==> config.mk <==
export PLATFORM = sky130hd
export DESIGN_NAME = sseg_mux_n
export DESIGN_NICKNAME = d
export VERILOG_FILES = /design/src/rtl/sseg_mux_n.sv
export SDC_FILE = /design/constraint.sdc
export NUM_CORES = 1
export LEC_CHECK = 0
export CAP_MARGIN = 20
export CELL_PAD_IN_SITES_DETAIL_PLACEMENT = 1
export CELL_PAD_IN_SITES_GLOBAL_PLACEMENT = 1
export CORE_ASPECT_RATIO = 1.2
export CORE_MARGIN = 8
export CORE_UTILIZATION = 40
export DETAILED_ROUTE_END_ITERATION = 8
export PLACE_DENSITY = 0.71
export SLEW_MARGIN = 10
export SYNTH_ARGS = -nofsm -noshare
export SYNTH_HDL_FRONTEND = slang
export SYNTH_SLANG_ARGS = --single-unit
==> constraint.sdc <==
create_clock -name clk -period 3.6 [get_ports clk]
set_input_delay 0.36 -clock clk [delete_from_list [all_inputs] [get_ports clk]]
set_output_delay 0.36 -clock clk [all_outputs]
set_load 0.05 [all_outputs]
==> src/rtl/sseg_mux_n.sv <==
// sseg_mux_n: multiplexed seven-segment display controller for DIGITS digits.
// A refresh prescaler walks the digit index. A free-running PWM counter dims
// the display. Digit data is double-buffered (pending -> active) and only
// swapped at frame boundaries, so updates never tear mid-scan.
module sseg_mux_n #(
  parameter int DIGITS     = 4,
  parameter int CLK_DIV    = 100000,
  parameter int BRIGHT_W   = 4,
  parameter int ACTIVE_LOW = 1
) (
  input  logic                  clk,
  input  logic                  rst,
  input  logic [4*DIGITS-1:0]   digits,
  input  logic [DIGITS-1:0]     dp,
  input  logic [DIGITS-1:0]     blank,
  input  logic [BRIGHT_W-1:0]   brightness,
  input  logic                  load,
  output logic [DIGITS-1:0]     sseg_an,
  output logic [6:0]            sseg_ca,
  output logic                  sseg_dp,
  output logic                  frame_done
);

  localparam int PW = (CLK_DIV > 1) ? $clog2(CLK_DIV) : 1;
  localparam int IW = (DIGITS > 1) ? $clog2(DIGITS) : 1;
  // XOR mask that converts active-high pin values to board polarity
  localparam logic            INV        = (ACTIVE_LOW != 0);
  localparam logic [PW-1:0]   PRESC_LAST = PW'(CLK_DIV - 1);
  localparam logic [IW-1:0]   IDX_LAST   = IW'(DIGITS - 1);

  // Hex nibble to active-high segment pattern, bit 0 = a .. bit 6 = g
  function automatic logic [6:0] seg_decode(input logic [3:0] nib);
    logic [6:0] seg;
    case (nib)
      4'h0:    seg = 7'h3F;
      4'h1:    seg = 7'h06;
      4'h2:    seg = 7'h5B;
      4'h3:    seg = 7'h4F;
      4'h4:    seg = 7'h66;
      4'h5:    seg = 7'h6D;
      4'h6:    seg = 7'h7D;
      4'h7:    seg = 7'h07;
      4'h8:    seg = 7'h7F;
      4'h9:    seg = 7'h6F;
      4'hA:    seg = 7'h77;
      4'hB:    seg = 7'h7C;
      4'hC:    seg = 7'h39;
      4'hD:    seg = 7'h5E;
      4'hE:    seg = 7'h79;
      4'hF:    seg = 7'h71;
      default: seg = 7'h00;
    endcase
    return seg;
  endfunction

  logic [PW-1:0]         presc_q, presc_d;
  logic [IW-1:0]         idx_q, idx_d;
  logic [BRIGHT_W-1:0]   pwm_q, pwm_d;
  logic [4*DIGITS-1:0]   pend_dig_q, pend_dig_d, act_dig_q, act_dig_d;
  logic [DIGITS-1:0]     pend_dp_q, pend_dp_d, act_dp_q, act_dp_d;
  logic [DIGITS-1:0]     pend_blank_q, pend_blank_d, act_blank_q, act_blank_d;
  logic [DIGITS-1:0]     an_q, an_d;
  logic [6:0]            ca_q, ca_d;
  logic                  dpo_q, dpo_d;
  logic                  fd_q, fd_d;
  logic                  tick_s, boundary_s, on_s;
  logic [3:0]            nib_s;
  logic [DIGITS-1:0]     an_lit_s;

  // Scan timing: prescaler, digit index and PWM counter
  always_comb begin
    tick_s     = (presc_q == PRESC_LAST);
    boundary_s = tick_s && (idx_q == IDX_LAST);
    pwm_d      = pwm_q + BRIGHT_W'(1);
    fd_d       = boundary_s;
    if (tick_s) begin
      presc_d = '0;
      if (idx_q == IDX_LAST) begin
        idx_d = '0;
      end else begin
        idx_d = idx_q + IW'(1);
      end
    end else begin
      presc_d = presc_q + PW'(1);
      idx_d   = idx_q;
    end
  end

  // Double buffer: load fills pending; the frame boundary promotes it,
  // taking the live inputs directly when load lands on the boundary
  always_comb begin
    if (load) begin
      pend_dig_d   = digits;
      pend_dp_d    = dp;
      pend_blank_d = blank;
    end else begin
      pend_dig_d   = pend_dig_q;
      pend_dp_d    = pend_dp_q;
      pend_blank_d = pend_blank_q;
    end
    if (boundary_s && load) begin
      act_dig_d   = digits;
      act_dp_d    = dp;
      act_blank_d = blank;
    end else if (boundary_s) begin
      act_dig_d   = pend_dig_q;
      act_dp_d    = pend_dp_q;
      act_blank_d = pend_blank_q;
    end else begin
      act_dig_d   = act_dig_q;
      act_dp_d    = act_dp_q;
      act_blank_d = act_blank_q;
    end
  end

  // Output stage: cathodes follow the index, and only the anode gates visibility
  always_comb begin
    nib_s    = act_dig_q[{idx_q, 2'b00} +: 4];
    on_s     = (brightness == {BRIGHT_W{1'b1}}) || (pwm_q < brightness);
    an_lit_s = '0;
    if (on_s && !act_blank_q[idx_q]) begin
      an_lit_s[idx_q] = 1'b1;
    end else begin
      an_lit_s = '0;
    end
    an_d  = an_lit_s ^ {DIGITS{INV}};
    ca_d  = seg_decode(nib_s) ^ {7{INV}};
    dpo_d = act_dp_q[idx_q] ^ INV;
  end

  // State and registered outputs; reset leaves all pins at their inactive level
  always_ff @(posedge clk or posedge rst) begin
    if (rst) begin
      presc_q      <= '0;
      idx_q        <= '0;
      pwm_q        <= '0;
      pend_dig_q   <= '0;
      pend_dp_q    <= '0;
      pend_blank_q <= '0;
      act_dig_q    <= '0;
      act_dp_q     <= '0;
      act_blank_q  <= '0;
      an_q         <= {DIGITS{INV}};
      ca_q         <= {7{INV}};
      dpo_q        <= INV;
      fd_q         <= 1'b0;
    end else begin
      presc_q      <= presc_d;
      idx_q        <= idx_d;
      pwm_q        <= pwm_d;
      pend_dig_q   <= pend_dig_d;
      pend_dp_q    <= pend_dp_d;
      pend_blank_q <= pend_blank_d;
      act_dig_q    <= act_dig_d;
      act_dp_q     <= act_dp_d;
      act_blank_q  <= act_blank_d;
      an_q         <= an_d;
      ca_q         <= ca_d;
      dpo_q        <= dpo_d;
      fd_q         <= fd_d;
    end
  end

  assign sseg_an    = an_q;
  assign sseg_ca    = ca_q;
  assign sseg_dp    = dpo_q;
  assign frame_done = fd_q;

endmodule

* Word level (Yosys, flattened, before mapping)
Memory sizes are Yosys's and may differ from the RTL's.
Index checks and enable logic that the tools add are counted.
** Storage, ports and cells
- Flip-flop bits (word level) :: 84
- Bits in read-only memories :: 112
- Word-level logic and storage cells :: 49
- Memories kept :: 1
** Memory list
- (no name shown) :: words 16, width 7, rd ports 1, clocked after memory_dff 0, wr ports 0, RTL line 34 : case (nib)
** Cells by class
- Add/subtract/negate cells :: 3
- Magnitude comparators :: 3
- Equality and inequality tests :: 3
- Shift-type cells :: 1
- Multiplexer cells :: 15
- Bitwise logic cells :: 3
- Reduce and logical (&&, ||, !) cells :: 7
** Operator list (count)
- two-way mux 16 bit :: 2
- two-way mux 4 bit :: 5
- adder 17 x 1 -> 17 bit, second input constant :: 1
- == test 17 bit, second input constant :: 1
- two-way mux 17 bit :: 1
- indexed part select 16 x 5 -> 4 bit :: 1
- inverter 7 bit :: 1
- adder 4 x 1 -> 4 bit, second input constant :: 1
- binary-select mux 1 bit (select 2 bit) :: 2
- == test 4 bit, second input constant :: 1
- logical AND 1 bit :: 4
- less-than comparator 4 bit :: 1
- inverter 4 bit :: 1
- less-than comparator 2 x 3 -> 1 bit, second input constant :: 1
- two-way mux 1 bit :: 3
- adder 2 x 1 -> 2 bit, second input constant :: 1
- demux 1 bit (select 2 bit) :: 1
- == test 2 bit, second input constant :: 1
- >= comparator 2 x 1 -> 1 bit, second input constant :: 1
- two-way mux 2 bit :: 1
- nonzero test 2 bit :: 1
- logical NOT 1 bit :: 1
- logical OR 1 bit :: 1
- inverter 1 bit :: 1

* Longest topological paths before layout
Gate-level depths: netlist (run 1).
- Word-level depth :: 6
- Depth in mapped cells :: 8
- Mapped depth without buffers :: 6

* Worst setup path after synthesis (run 1)
Ideal clock, no wire load.
- Path kind :: reg2reg
- From :: reg idx_q[0]
- To :: reg ca_q[3] (netlist: sseg_ca[3])
- Arrival :: 1.867 ns
- Data required time :: 3.506 ns
- Slack :: 1.639 ns
- Stages on the path, launching flop included :: 7
- Buffers on the path :: 1
- Period minus slack after synthesis :: 1.961 ns
- Path through :: dfrtp_1 buf_2 mux4_2 inv_1 ha_1 inv_1 mux4_2
** Between the ends
- Longest elaborated chain between the ends :: 3
** RTL lines
- from (decl) :: RTL line 57 : logic [IW-1:0] idx_q, idx_d;
- from (signal assigned) :: RTL line 149 : idx_q <= idx_d;
- indexed part select 16 x 5 -> 4 bit :: RTL line 118 : nib_s = act_dig_q[{idx_q, 2'b00} +: 4];
- memory (16 x 7 bit)
- inverter 7 bit (no line)
- named net ca_d[3] :: RTL line 63 : logic [6:0] ca_q, ca_d;
- to (signal assigned) :: RTL line 144 : ca_q <= {7{INV}};
- to (decl) :: RTL line 63
The timed path passes the listed nets, and every way through them passes these cells.
A chain may end at the register's enable or synchronous reset.

* Worst setup path after layout (run 1)
- From :: reg presc_q[0]
- To :: reg act_dig_q[14]
** Between the ends
- Longest elaborated chain between the ends :: 4
** RTL lines
- from (decl) :: RTL line 56 : logic [PW-1:0] presc_q, presc_d;
- from (signal assigned) :: RTL line 148 : presc_q <= presc_d;
- == test 17 bit * :: RTL line 72 : tick_s = (presc_q == PRESC_LAST);
- logical AND 1 bit * :: RTL line 73 : boundary_s = tick_s && (idx_q == IDX_LAST);
- logical AND 1 bit :: RTL line 101 : if (boundary_s && load) begin
- two-way mux 16 bit or nonzero test 2 bit (tied branches)
- to (signal assigned) :: RTL line 154 : act_dig_q <= act_dig_d;
- to (decl) :: RTL line 59 : logic [4*DIGITS-1:0] pend_dig_q, pend_dig_d, act_dig_q, act_dig_d;
Every way passes the cells marked *; elsewhere a longest branch is shown, timed or not.

==> results by group, run 1 <==
Outcome
  – Status: finished, final reports clean

Clock network
  – CTS Root Cell: clkbuf_16
  – CTS tree: done
  – Hold_buf cts: 0
  – Max Root-Sink Buffers: 2
  – PostCTS Resize Cnt: 0
  – Setup bufs post-CTS: 0
  – Clock-pin slew on the worst setup and hold paths: 0.06 ns
  – Sink Count: 84
  – TritonCTS Buffers: 9
  – CTS H-tree lvls: 3
  – Skew-Pair Late Insertion Delay: 0.33 ns

Final layout
  – Fill count: 975
  – Nets: 370
  – Fraction of layout cells with a size suffix above 1: 0.2948
  – Diode count: 0
  – P&R area growth vs syn: 21.73%

Synth
  – Synthesized area per cell: 14.17 um^2
  – Synth area leaders: dfrtp_1 46%, mux2_2 9.2%, dfstp_2 8.1%, mux2_4 7.7%, ha_1 4.8%
  – Count of different cell masters after synthesis: 43
  – Yosys top cell area share: 0.4608
  – Number of synthesis warnings: 0
  – Synth Cell Area: 3910 um^2
  – Cells after Synth: 276
  – Post-synth top cells: 72 x dfrtp_1, 32 x mux2_2, 20 x mux2_4
  – Register area share after synthesis: 0.5414
  – Asr flop ratio synth: 1.000
  – Number of flops mapped to enable cells by yosys: 0
  – Ys flop type: dfrtp_1
  – Yosys reg bits: 84
  – Area leader, netlist: dfrtp_1
  – Syn nets: 322
  – Most frequent cell after synthesis: dfrtp_1

STA
  – Worst slew margin: 0.4420
  – Setup total negative slack: 0 ns
  – Hold Worst Slack: 0.4813 ns
  – Fin crit share: 0.6701
  – Clk_skew: 0.003786 ns
  – Fin crit period: 2.412 ns
  – Worst Max-Slew Pin Slew: 0.8361 ns
  – Max Slew Vio Count: 0
  – RSZ-0062 raised after global routing: false
  – Max frequency: 414.6 MHz
  – Hold Fails Final Rpt: 0
  – Finish-stage setup viols: 0

Min path
  – Worst min path class: flip-flop to flip-flop

Drt
  – Detail Route Antenna Nets: 0
  – Routed vias/inst: 4.969
  – Via Count: 2246
  – DR WL/cell: 16.89 um
  – DRC: 0
  – DRT Pass-1 Iters: 4
  – Post-Route WL: 7633 um
  – Initial DRC Count: 54

Worst setup path
  – CP Buf/Inv Count: 1
  – Crit-path cells: ha_1 -> and4_1 -> nand4_2 -> or2_1 -> buf_4 -> mux2_2
  – Crit Path Category: flip-flop to flip-flop
  – Critical Path Max Stage Delay: 0.43 ns
  – WP data required: 3.82 ns
  – CP top delay family: simple AND/OR/NAND/NOR gates
  – Slowest-stage cell, CP: or2_1
  – Endpoint type of the worst setup path: flip-flop
  – Arrival @ worst endpoint: 2.63 ns
  – Max FO, Critical Path: 17
  – CP startpoint kind: flip-flop

Floorplanning
  – Core outline area: 9515 um^2
  – Die footprint: 13210 um^2
  – Starting Density: 0.4109
  – Die W: 106.3 um
  – Die span in y: 124.3 um
  – Row count: 39
  – # IOs: 44

Pwr
  – Max VDD drop: 206.2 uV
  – Pwr dens: 480.0 nW/um^2
  – Leakage power: 2.109 nW

Placement
  – IO buf count: 43
  – Final estimated routing congestion in global placement: 0.7841
  – DP Wirelength: 5445 um

Global route
  – Tot GR Track Use: 0.1253
  – Maximum number of pins on one net before global-route repair: 51
  – First-pass GRT wire length: 13140 um
  – Total grt overflow: 0
  – Initial antenna violation count: 0
  – Vias in the first global route: 2491

Job
  – Max Cap Violations: 0
-- state kept, by name (all words and copies together) (netlist names) --
signal	flops
frame_done	1
sseg_an	4
act_dp_q	4
act_dig_q	16
presc_q	17
idx_q	2
sseg_ca	7
pend_dig_q	16
pwm_q	4
pend_dp_q	4
sseg_dp	1
act_blank_q	4
pend_blank_q	4
-- worst paths after layout --
kind | to | from | slack [ns] | depth (start not counted)
max | act_dig_q[14]$_DFFE_PP0P_ | presc_q[0]$_DFF_PP0_ | 1.19 | 6
max in group asynchronous | sseg_an[1]$_DFF_PP1_ | rst | 2.28 | 3
min reg2reg | pwm_q[3]$_DFF_PP0_ | pwm_q[3]$_DFF_PP0_ | 0.48 | 1
min in group asynchronous | pend_dig_q[8]$_DFFE_PP0P_ | rst | 0.51 | 2
min | pwm_q[3]$_DFF_PP0_ | pwm_q[3]$_DFF_PP0_ | 0.48 | 1
max reg2reg | act_dig_q[14]$_DFFE_PP0P_ | presc_q[0]$_DFF_PP0_ | 1.19 | 6
-- through the flow --
| stage | worst slack (ns) | util | std cells | total power (W) | area [um^2] |
|---|---|---|---|---|---|
| global route | 1.042 | 0.5002 | 452 | 0.002382 | 4760 |
| finish | 1.188 | 0.5002 | 452 | 0.002285 | 4760 |
| detailed placement | 1.168 | 0.4632 | 436 | 0.001241 | 4408 |
| CTS | 1.160 | 0.5002 | 452 | 0.002321 | 4760 |
| global placement | 1.288 | 0.4632 | 436 | 0.001233 | 4408 |
| floorplan | 1.095 | - | 276 | 0.001163 | 3910 |
-- power by group --
| part | leakage [nW] | internal [W] | total, W | switching (W) |
|---|---|---|---|---|
| sequential | 1.03 | 0.000999 | 0.00102 | 0.0000168 |
| clock | 0.173 | 0.000714 | 0.00106 | 0.000350 |
| combinational | 0.904 | 0.000102 | 0.000204 | 0.000102 |
-- per-layer routing --
metal | routed length (um) | global-route usage | share of wire | vias to the layer above
li1 | - | - | - | 1069
met1 | 3325 | 0.1474 | 0.44 | 1133
met2 | 3869 | 0.2098 | 0.51 | 36
met3 | 344 | 0.04089 | 0.045 | 8
met4 | 94 | 0.03983 | 0.012 | 0
met5 | 0 | 0 | 0 | -
-- layout make-up --
class	instances	area, um^2	area share
Sequential cell	84	2117	0.4448
Multi-Input combinational cell	169	1627	0.3417
Timing Repair Buffer	47	460.4	0.09674
Clock buffer	12	256.5	0.05389
Tap cell	123	153.9	0.03233
Clock inverter	4	95.09	0.01998
Inverter	13	50.05	0.01052
-- worst register-to-register path, cell delays in order (launching register included) --
cell     delay (ns)
dfrtp_1        0.40
ha_1           0.25
and4_1         0.30
nand4_2        0.13
or2_1          0.43
buf_4          0.40
mux2_2         0.38
-- cells in the final DEF, fill, tap and decap left out, types with 2 or more instances in the layout --
master and instances:
a21oi_1 4, and2_1 3, and4_1 3, buf_4 4, bufinv_16 3, clkbuf_16 9, clkbuf_8 2, clkdlybuf4s50_1 43
clkinv_2 2, dfrtp_1 72, dfstp_2 12, ha_1 15, inv_1 12, mux2_2 32, mux2_4 20, mux2i_1 3
mux4_2 6, nand2_1 12, nand2b_1 2, nand3_1 8, nand4_1 4, nor2_1 9, nor3_1 3, nor4_4 2
o211ai_1 4, o21ai_0 5, o22ai_1 2, or2_1 2, or3_1 2, xnor2_1 11, xor2_1 5
-- cell families (layout without fill, tap and decap cells) --
kind of cell | after synthesis | in the layout | share of synthesized area
xor+xnor | 16 | 16 | 0.03584
fa+ha+maj | 15 | 15 | 0.04800
flops | 84 | 84 | 0.5414
mux | 61 | 61 | 0.2112
simple gates | 60 | 60 | 0.09408
buf+inv | 23 | 76 | 0.04256
compound gates | 17 | 17 | 0.02688
Power figures use the tool's default switching activity.
==> run 2, diff against run 1 <==
PLACE_DENSITY = 0.74   (was 0.71)
clock period = 2 ns   (was 3.6 ns; I/O delays follow)
==> run 2 against run 1 <==
Effect of this change: via count increased by 4.3%; sequential power increased by 79%; die area unchanged; highest routed layer unchanged; total power increased by 79%; clock power increased by 76%; register-to-register slack got worse by 1.1 ns; largest cell class unchanged; clock skew decreased by 0.0015 ns.
==> results by group, run 2 (synthesis results as in run 1) <==
Pwr
  – Comb pwr share: 0.094
  – Total Power: 0.004086 W
  – Reg power frac: 0.449
  – Leakage power: 2.174 nW
  – Clock power frac: 0.457
  – Internal: 0.003215 W
  – Sw power: 0.0008711 W
  – Pwr dens: 834.4 nW/um^2
  – Switching share of power: 0.2132
  – Max VDD drop: 409.1 uV

Floorplanning
  – Row count: 39
  – # IOs: 44
  – Die footprint: 13210 um^2
  – Starting Density: 0.4109
  – Core outline area: 9515 um^2
  – Die span in y: 124.3 um
  – Die W: 106.3 um

STA
  – Fin crit period: 1.907 ns
  – Clk_skew: 0.002269 ns
  – Worst Max-Slew Pin Slew: 0.5624 ns
  – Hold Fails Final Rpt: 0
  – Final worst slack: 0.09315 ns
  – Hold Worst Slack: 0.2487 ns
  – Max frequency: 524.4 MHz
  – Fin crit share: 0.9534
  – Finish-stage setup viols: 0
  – Max Slew Vio Count: 0
  – Worst slew margin: 0.6216

Global route
  – Tot GR Track Use: 0.1302
  – Initial antenna violation count: 0
  – Met3 Use GR: 0.02950
  – Maximum number of pins on one net before global-route repair: 34
  – Vias in the first global route: 2645
  – First-pass GRT wire length: 13640 um
  – Global routing's busiest layer: met2
  – M1 GR Usage: 0.1524
  – Total grt overflow: 0
  – Global routing usage on met2: 0.2190

Worst setup path
  – Reg2Reg Setup Slack: 0.09 ns
  – CP Buf/Inv Count: 1
  – Critical Path Max Stage Delay: 0.38 ns
  – Slowest-stage cell, CP: dfrtp_1
  – CP startpoint kind: flip-flop
  – Endpoint type of the worst setup path: flip-flop
  – CP top delay family: simple AND/OR/NAND/NOR gates
  – Max FO, Critical Path: 24
  – Arrival @ worst endpoint: 2.12 ns
  – Crit Path Category: flip-flop to flip-flop
  – Crit-path cells: ha_1 -> and4_1 -> nand4_2 -> or2_1 -> buf_12 -> mux2_4
  – WP data required: 2.22 ns

Clock network
  – Sink Count: 84
  – CTS Root Cell: clkbuf_16
  – TritonCTS Buffers: 9
  – Clock-pin slew on the worst setup and hold paths: 0.06 ns
  – Skew-Pair Late Insertion Delay: 0.33 ns
  – CTS tree: done
  – CTS H-tree lvls: 3
  – Max Root-Sink Buffers: 2

Drt
  – DRT Pass-1 Iters: 4
  – DR WL/cell: 17.95 um
  – Post-Route WL: 8294 um
  – Initial DRC Count: 52
  – Via Count: 2343
  – Routed vias/inst: 5.071
  – DRC: 0
  – Detail Route Antenna Nets: 0

Placement
  – Final estimated routing congestion in global placement: 0.7948
  – IO buf count: 43
  – Placed insts: 445
  – DP Wirelength: 5646 um
  – Pre-CTS WS: 0.07206 ns

Final layout
  – Max FFs per register: 17
  – Diode count: 0
  – Fraction of layout cells with a size suffix above 1: 0.3156
  – Final core utilization: 0.5147
  – Register area: 2118 um^2
  – Nets: 380
  – Most common cell after layout, fill and taps aside: dfrtp_1
  – Cell Count, Final, Fillers Out: 462
  – Fill count: 967
  – Multi-input gate area: 1653 um^2
  – P&R area growth vs syn: 25.25%
  – Commonest non-fill, non-tap cells in the layout: 71 x dfrtp_1, 43 x clkdlybuf4s50_1, 32 x mux2_2
  – Largest register by flop count: presc_q
  – Regs by FF count: presc_q (17), act_dig_q (16), pend_dig_q (16)

Min path
  – Worst min path class: input pin to async pin

Outcome
  – Status: finished, final reports clean

Job
  – Max Cap Violations: 0
run 2: cell count changes in the layout (fill, tap and decap cells not counted):
cell        previous run  this run
o21ai_1                0         1
clkinv_2               2         1
clkinvlp_4             0         1
buf_12                 0         4
clkbuf_8               2         0
clkinv_4               0         2
dfrtp_1               72        71
o21ai_0                5         4
mux4_1                 0         1
buf_4                  4         9
dfrtp_2                0         1
run 2: per-stage QoR:
step | TNS [ns] | area [um^2]
after detailed placement | 0 | 4528
final | 0 | 4897
after global placement | 0 | 4528
after CTS | 0 | 4870
after global routing | -0.4157 | 4897
after floorplan | 0 | 3914
run 2: worst paths after layout:
path | from | end | cells past startpoint
worst max-delay path | presc_q[1]$_DFF_PP0_ | act_dp_q[2]$_DFFE_PP0P_ | 6
worst min-delay path | rst | pend_dig_q[10]$_DFFE_PP0P_ | 2
worst max register to register | presc_q[1]$_DFF_PP0_ | act_dp_q[2]$_DFFE_PP0P_ | 6
worst min register to register | pwm_q[0]$_DFF_PP0_ | pwm_q[0]$_DFF_PP0_ | 1
max in group asynchronous | rst | sseg_an[0]$_DFF_PP1_ | 3
min in group clk | pwm_q[0]$_DFF_PP0_ | pwm_q[0]$_DFF_PP0_ | 1
run 2: layout make-up:
class | count | area share
repair buffers | 56 | 0.1180
flip-flops and latches | 84 | 0.4325
clock buffers | 10 | 0.04676
inverters | 13 | 0.01073
clock inverters | 6 | 0.02299
multi-input cells | 170 | 0.3375
well taps | 123 | 0.03143
run 2: power groups by stage:
stage                     Sequential [W]  Clock (W)  Combinational [W]
after floorplan                  0.00191          0           0.000187
after global placement           0.00185          0           0.000375
after detailed placement         0.00186          0           0.000387
after CTS                        0.00183    0.00193           0.000391
after global routing             0.00184    0.00199           0.000418
final                            0.00183    0.00187           0.000385
run 2: routing by layer:
layer  vias to the layer above  routed length [um]
met5                         -                   0
met4                         0                 165
met3                         9                 285
met2                        42                4475
met1                      1201                3368
li1                       1091                   -
run 2: repair_timing:
| action | 4_1_cts | 5_1_grt |
|---|---|---|
| endpoints found under the hold margin | 0 | 0 |
| hold buffers | 0 | 0 |
| resized for setup | 0 | 2 |
| endpoints found under the setup margin | 0 | 2 |
| setup buffers | 0 | 0 |
==> run 3, diff against run 2 <==
SKIP_CTS_REPAIR_TIMING = 1   (was unset)
==> results of run 3 <==
Final layout, timing and power as in run 2 (identical DEF).
